`src/rtl/stream_decryptor.sv`:
```
// Byte-serial stream-cipher decryptor: XORs incoming words with a Geffe-combined
// keystream from three LFSRs (5/7/9 bit), one bit per cycle, LSB first.
module stream_decryptor #(
  parameter int unsigned W = 8
) (
  input  logic           clk,
  input  logic           reset,
  input  logic           key_load,
  input  logic [20:0]    key,
  input  logic           in_valid,
  output logic           in_ready,
  input  logic [W-1:0]   in_data,
  output logic           out_valid,
  input  logic           out_ready,
  output logic [W-1:0]   out_data,
  output logic           keyed,
  output logic           busy
);

  localparam int unsigned CW = $clog2(W + 1);
  localparam int unsigned L5W = 5;
  localparam int unsigned L7W = 7;
  localparam int unsigned L9W = 9;

  typedef enum logic [1:0] {
    IDLE = 2'd0,
    RUN  = 2'd1,
    OUT  = 2'd2
  } state_e;

  state_e           state_q, state_d;
  logic [L5W-1:0]   l5_q, l5_d;
  logic [L7W-1:0]   l7_q, l7_d;
  logic [L9W-1:0]   l9_q, l9_d;
  logic [W-1:0]     data_q, data_d;
  logic [CW-1:0]    cnt_q, cnt_d;
  logic             keyed_q, keyed_d;
  logic             out_valid_q, out_valid_d;

  logic             ks_bit;
  logic [W:0]       shift_ext;
  logic [L5W-1:0]   seed5;
  logic [L7W-1:0]   seed7;
  logic [L9W-1:0]   seed9;

  assign seed5 = key[4:0];
  assign seed7 = key[11:5];
  assign seed9 = key[20:12];

  // Geffe combiner taken from the current (pre-step) LFSR state
  assign ks_bit = l5_q[0] ? l7_q[0] : l9_q[0];

  // Result bit enters at the MSB so the first bit processed ends up at bit 0
  assign shift_ext = {data_q[0] ^ ks_bit, data_q};

  always_ff @(posedge clk or posedge reset) begin
    if (reset) begin
      state_q     <= IDLE;
      l5_q        <= '0;
      l7_q        <= '0;
      l9_q        <= '0;
      data_q      <= '0;
      cnt_q       <= '0;
      keyed_q     <= 1'b0;
      out_valid_q <= 1'b0;
    end else begin
      state_q     <= state_d;
      l5_q        <= l5_d;
      l7_q        <= l7_d;
      l9_q        <= l9_d;
      data_q      <= data_d;
      cnt_q       <= cnt_d;
      keyed_q     <= keyed_d;
      out_valid_q <= out_valid_d;
    end
  end

  always_comb begin
    state_d     = state_q;
    l5_d        = l5_q;
    l7_d        = l7_q;
    l9_d        = l9_q;
    data_d      = data_q;
    cnt_d       = cnt_q;
    keyed_d     = keyed_q;
    out_valid_d = out_valid_q;
    in_ready    = 1'b0;

    if (key_load) begin
      // All-zero sub-seeds would lock their LFSR, so they load as all-ones
      l5_d        = (seed5 == '0) ? '1 : seed5;
      l7_d        = (seed7 == '0) ? '1 : seed7;
      l9_d        = (seed9 == '0) ? '1 : seed9;
      keyed_d     = 1'b1;
      out_valid_d = 1'b0;
      state_d     = IDLE;
    end else begin
      unique case (state_q)
        IDLE: begin
          in_ready = keyed_q;
          if (in_valid && keyed_q) begin
            data_d  = in_data;
            cnt_d   = '0;
            state_d = RUN;
          end
        end
        RUN: begin
          data_d = shift_ext[W:1];
          l5_d   = {l5_q[L5W-2:0], l5_q[4] ^ l5_q[2]};
          l7_d   = {l7_q[L7W-2:0], l7_q[6] ^ l7_q[5]};
          l9_d   = {l9_q[L9W-2:0], l9_q[8] ^ l9_q[4]};
          cnt_d  = cnt_q + CW'(1);
          if (cnt_q == CW'(W - 1)) begin
            state_d     = OUT;
            out_valid_d = 1'b1;
          end
        end
        OUT: begin
          if (out_ready) begin
            out_valid_d = 1'b0;
            state_d     = IDLE;
          end
        end
        default: state_d = IDLE;
      endcase
    end
  end

  assign out_valid = out_valid_q;
  assign out_data  = data_q;
  assign keyed     = keyed_q;
  assign busy      = (state_q == RUN) || (state_q == OUT);

endmodule

```
`config.mk`:
```
export PLATFORM = sky130hd
export DESIGN_NAME = stream_decryptor
export DESIGN_NICKNAME = d
export VERILOG_FILES = /design/src/rtl/stream_decryptor.sv
export SDC_FILE = /design/constraint.sdc
export NUM_CORES = 1
export LEC_CHECK = 0
export CAP_MARGIN = 20
export CORE_UTILIZATION = 25
export DETAILED_ROUTE_END_ITERATION = 7
export GPL_ROUTABILITY_DRIVEN = 0
export GPL_TIMING_DRIVEN = 0
export PLACE_DENSITY = 0.57
export SYNTH_ARGS = -nofsm -noshare
export SYNTH_HDL_FRONTEND = slang
export SYNTH_SLANG_ARGS = --single-unit
```
`constraint.sdc`:
```
create_clock -name clk -period 3.38 [get_ports clk]
set_input_delay 0.676 -clock clk [delete_from_list [all_inputs] [get_ports clk]]
set_output_delay 0.676 -clock clk [all_outputs]
set_load 0.005 [all_outputs]
```
* After elaboration in Yosys (flattened, before gate mapping) *
Cells that the tools add are included.

storage, ports and cells
  logic and storage cells = 58
  register bits after elaboration = 37
  output and inout port bits = 12

operators by class
  mux-type cells = 25
  add/subtract/negate cells = 1
  bitwise operators = 5
  equality and inequality tests = 7
  reduce and logical (&&, ||, !) cells = 12

operators with widths
  kind                                            number
  2-to-1 mux 9 bit                                3
  2-to-1 mux 7 bit                                3
  one-hot mux 8 bit (2 select lines)              1
  2-to-1 mux 5 bit                                3
  logical NOT 9 bit                               1
  inequality test 3 bit (second input constant)   3
  AND reduction 3 bit                             3
  2-to-1 mux 2 bit                                4
  2-to-1 mux 8 bit                                1
  one-hot mux 4 bit (2 select lines)              1
  logical NOT 7 bit                               1
  2-to-1 mux 1 bit                                6
  one-hot mux 2 bit (3 select lines)              1
  logical NOT 5 bit                               1
  adder 4 x 1 -> 4 bit (second input constant)    1
  == test 4 x 3 -> 1 bit (second input constant)  1
  2-to-1 mux 4 bit                                1
  nonzero test 2 bit                              2
  XOR 1 bit                                       4
  nonzero test 3 bit                              1
  == test 2 x 1 -> 1 bit (second input constant)  1
  == test 2 bit (second input constant)           1
  logical NOT 2 bit                               1
  inequality test 2 bit (second input constant)   1
  4 further kinds                                 4

* Logic depth before layout (Yosys ltp) *
  word-level depth = 4
  depth in mapped cells = 7

* Worst setup path before layout *
No wires, ideal clock.

  kind = input -> register
  start point = in key_load
  end point = reg data_q[0] (netlist: out_data[0])
  path slack = 1653 ps
  path buffers = 2
  cell stages on the path = 5
  required time = 3255 ps
  arrival time = 1603 ps
  setup time = 125 ps
  cell sequence = buf_6 -> nand2b_4 -> o22ai_2 -> buf_6 -> mux2_2

between the ends
  cells in the longest elaborated chain, start to end = 2

RTL lines
  element                               line  RTL
  start, declared                       8     input logic key_load,
  inverter 1 bit (no source line)       -
  AND reduction 3 bit (no source line)  -
  end signal, assigned                  71    data_q <= data_d;
  end, declared                         35    logic [W-1:0] data_q, data_d;

Every way passes these cells.
A chain may end at the register's enable or synchronous reset.

* Final worst setup path *
  start point = reg state_q[1]
  end point = out in_ready

between the ends
  cells in the longest elaborated chain, start to end = 3

RTL lines
  element                 line  RTL
  start, declared         31    state_e state_q, state_d;
  start signal, assigned  67    state_q <= state_d;
  logical NOT 2 bit       98    unique case (state_q)
  2-to-1 mux 1 bit        98
  2-to-1 mux 1 bit        89    if (key_load) begin
  end, declared           11    output logic in_ready,

Every way passes these cells.

==> results.py <==
metrics = {
    "run_status": {
        "status": "complete, no violations",
    },
    "cts": {
        "clock_transition_at_the_register_clock_pins_on_the_worst_setup_and_hold_paths_after_cts_ns": 0.08,
        "clk_path_buf_depth": 2,
        "insertion_delay_ns": 0.30,
        "cts.sink_count": 37,
        "cts_inserted_buffers": 5,
        "post_cts.resized_instances": 0,
        "htree_levels": 2,
        "postCtsSetupRepairBufs": 0,
        "cts_hold_buf": 0,
        "root_buffer_cell": "clkbuf_8",
        "cts_tree": "done",
    },
    "timing": {
        "finalHoldViolCount": 0,
        "report.final.slew_viol_count": 0,
        "setup_viol_count_final": 0,
        "max_freq_ghz": 0.408,
        "rsz0062_at_grt": "no",
        "fin_worst_hold_slack_ns": 0.530,
        "final_cycle_utilization_of_the_critical_path": 0.725,
        "slew_headroom": 0.485,
        "skew_ns": 0.00702,
        "final.min_clock_period_ns": 2.45,
        "setup_total_negative_slack_ns": 0,
        "worstMarginPinSlew_ns": 0.771,
    },
    "critical_path": {
        "critical_path.max_fanout": 5,
        "critical_path.top_delay_family": "buffers and inverters",
        "ff2ff_setup_slack_ns": 1.55,
        "regToRegStartpoint": "state_q[1]",
        "critical-path-max-stage-delay_ns": 0.51,
        "setup.worst_path.end_class": "output pin",
        "wp_data_arrival_ns": 1.77,
        "critPathBufInv": 2,
        "ff2ff_path_depth": 7,
        "path_depth": 5,
        "crit_path_cell_trace": "inv_1, ha_1, nand2b_4, nor2_1, clkdlybuf4s50_1",
        "crit_type": "reg -> out",
        "start_kind": "flip-flop",
        "worstReg2RegEnd": "l9_q[3]",
        "critPathRequiredTime_ns": 2.70,
        "critical_path.slowest_cell": "clkdlybuf4s50_1",
    },
    "layout": {
        "antennaDiodeCount": 0,
        "layout.core_utilization": 0.337,
        "syn2layout_area_growth_pct": 31.2,
        "post-route-cell-area_sq_mm": 0.00275,
        "layout-drive-gt1-share": 0.175,
        "layout.nets": 289,
    },
    "synth": {
        "async_set_or_reset_flop_fraction_in_the_synthesized_netlist": 1.00,
        "synth-edff-count": 0,
        "synth_largest_area_cell": "dfrtp_1",
        "post_synthesis_net_count": 238,
        "synth.lib_cells_used.distinct": 40,
        "avgSynthCellArea_sq_um": 10.5,
        "synth.ff_latch_count": 37,
        "synthTopCellsByArea": "dfrtp_1 (44%), mux2_2 (9.1%), a211oi_1 (6.4%)",
        "synth_cells": 200,
        "synth_ff_type": "dfrtp_1",
        "yosys.area.top_type_share": 0.441,
        "synthesis.yosys.warnings": 0,
        "synth_area_sq_mm": 0.00210,
        "synth_sequential_area_ratio": 0.441,
    },
    "placed_design": {
        "port_buffers": 44,
        "place.detailed.hpwl_um": 3660,
        "post_dp_cell_area_sq_mm": 0.00267,
    },
    "pwr": {
        "worst_ir_drop_vdd_v": 0.000158,
        "static-leakage-power_nw": 1.09,
        "power.total_mw": 1.31,
        "power_density_mw_per_mm2": 475,
    },
    "global_route": {
        "grt_start_max_net_pins": 38,
        "number_of_antenna_violations_at_the_first_check_in_global_routing": 0,
        "grt_pass1_wl_um": 8490,
        "grt_usage": 0.128,
        "number_of_global_route_vias_before_repair": 1722,
        "global_route.overflow_total": 0,
    },
    "floorplan": {
        "start_util": 0.257,
        "die_area_sq_mm": 0.00876,
        "top_level_pins": 46,
        "rows": 33,
        "die_height_um": 93.6,
        "die_w_um": 93.6,
        "core_region_area_sq_mm": 0.00818,
    },
    "worst_hold_path": {
        "holdCritPathClass": "reg -> reg",
        "min_to": "out_data[4]",
        "hold-path-cell-count": 1,
        "worst_hold_start": "out_data[4]",
    },
    "drt": {
        "num_vias": 1690,
        "postRouteWirelength_um": 5030,
        "route.antenna.remaining_nets": 0,
        "drt_iter0_drc": 60,
        "route.detailed.wl_per_inst_um": 14.1,
        "route.detailed.drc": 0,
        "detailedRoute.firstPassIterationCount": 4,
        "drt-vias-per-instance": 4.73,
    },
    "flow_run": {
        "drv_cap": 0,
    },
}
-- worst max-delay path by stage --
| stage | start | end | slack (ns) |
|---|---|---|---|
| 4_1_cts | state_q[1] | in_ready | 0.90 |
| 5_1_grt | state_q[1] | in_ready | 0.81 |
| 3_5_place_dp | key[12] | l9_q[3] | 1.03 |
| 3_3_place_gp | reset | l9_q[4] | 0.98 |
| 6_report | state_q[1] | in_ready | 0.93 |
| 2_1_floorplan | key_load | out_data[0] | 1.65 |
-- cells in the mapped netlist (2+ instances only) --
master and n:
nand3_1 2, nand2b_4 2, a211oi_1 18, inv_1 18, nand2_1 6, nand3b_1 3
clkbuf_1 5, a31oi_1 10, xnor2_1 3, and2b_1 3, dfrtp_1 37, mux2_2 17
a2bb2oi_1 3, ha_1 4, nor4_1 2, or2_2 2, o211ai_1 2, a21oi_1 13
buf_6 3, nor2_1 4, o22a_2 3, nor3_1 2, nor2b_1 16, mux2i_1 3
buf_2 4
-- power by group --
| part | switching, mW | internal, mW | total [mW] |
|---|---|---|---|
| Combinational | 0.156 | 0.242 | 0.398 |
| Sequential | 0.0680 | 0.530 | 0.598 |
| Clock | 0.168 | 0.143 | 0.311 |
-- registers in the layout (all words and copies together), names as in the netlist --
register / flops
cnt_q: 4
keyed: 1
l5_q: 5
l7_q: 7
l9_q: 9
out_data: 8
out_valid: 1
state_q: 2
-- layout make-up --
| type | instances | area, sq um |
|---|---|---|
| plain buffers | 12 | 72.6 |
| multi-input cells | 133 | 1030 |
| repair buffers | 44 | 440 |
| clock buffers | 6 | 72.6 |
| flip-flops and latches | 37 | 926 |
| inverters | 18 | 67.6 |
| fillers | 859 | 5420 |
| clock inverters | 2 | 10.0 |
| well taps | 105 | 131 |
-- stage by stage --
| stage | worst slack, ns | std cells |
|---|---|---|
| after CTS | 0.902 | 357 |
| final | 0.930 | 357 |
| after detailed placement | 1.03 | 349 |
| after global routing | 0.808 | 357 |
| after global placement | 0.976 | 349 |
| after floorplan | 1.65 | 200 |
-- cells in the final DEF, fill, tap and decap left out, drive strengths merged --
cell type	count
o21bai	1
ha	4
or4b	1
o31ai	1
buf	7
o22ai	1
o22a	3
xnor2	3
nor2	4
nor3b	1
o21ai	1
or2	2
clkdlybuf4s50	44
nand2b	2
a21oi	13
dfrtp	37
a211oi	18
and4b	1
nor4	3
o211ai	2
and2b	3
mux2i	3
or4	2
clkbuf	11
nor2b	16
a31oi	10
nand3	2
a211o	1
mux2	17
a2bb2oi	3
nand3b	3
nand2	6
nand4	1
inv	18
xor2	1
o221a	1
clkinv	2
a21boi	1
nor3	2
-- per-layer routing --
| layer | global-route usage | share of wire | routed length, um | up-vias |
|---|---|---|---|---|
| li1 | - | - | - | 825 |
| met1 | 0.174 | 0.47 | 2350 | 809 |
| met2 | 0.195 | 0.47 | 2340 | 51 |
| met3 | 0.0350 | 0.056 | 282 | 5 |
| met4 | 0.0423 | 0.012 | 59 | 0 |
| met5 | 0 | 0 | 0 | - |
-- cells by family (layout without fill, tap and decap cells) --
family | after synthesis | in the layout | synth area share
compound gates | 56 | 56 | 0.193
buf+inv | 30 | 82 | 0.0668
xor+xnor | 4 | 4 | 0.0167
mux | 20 | 20 | 0.106
flops | 37 | 37 | 0.441
simple gates | 49 | 49 | 0.153
fa+ha+maj | 4 | 4 | 0.0239
No activity file was read; power rests on OpenSTA's default activity.
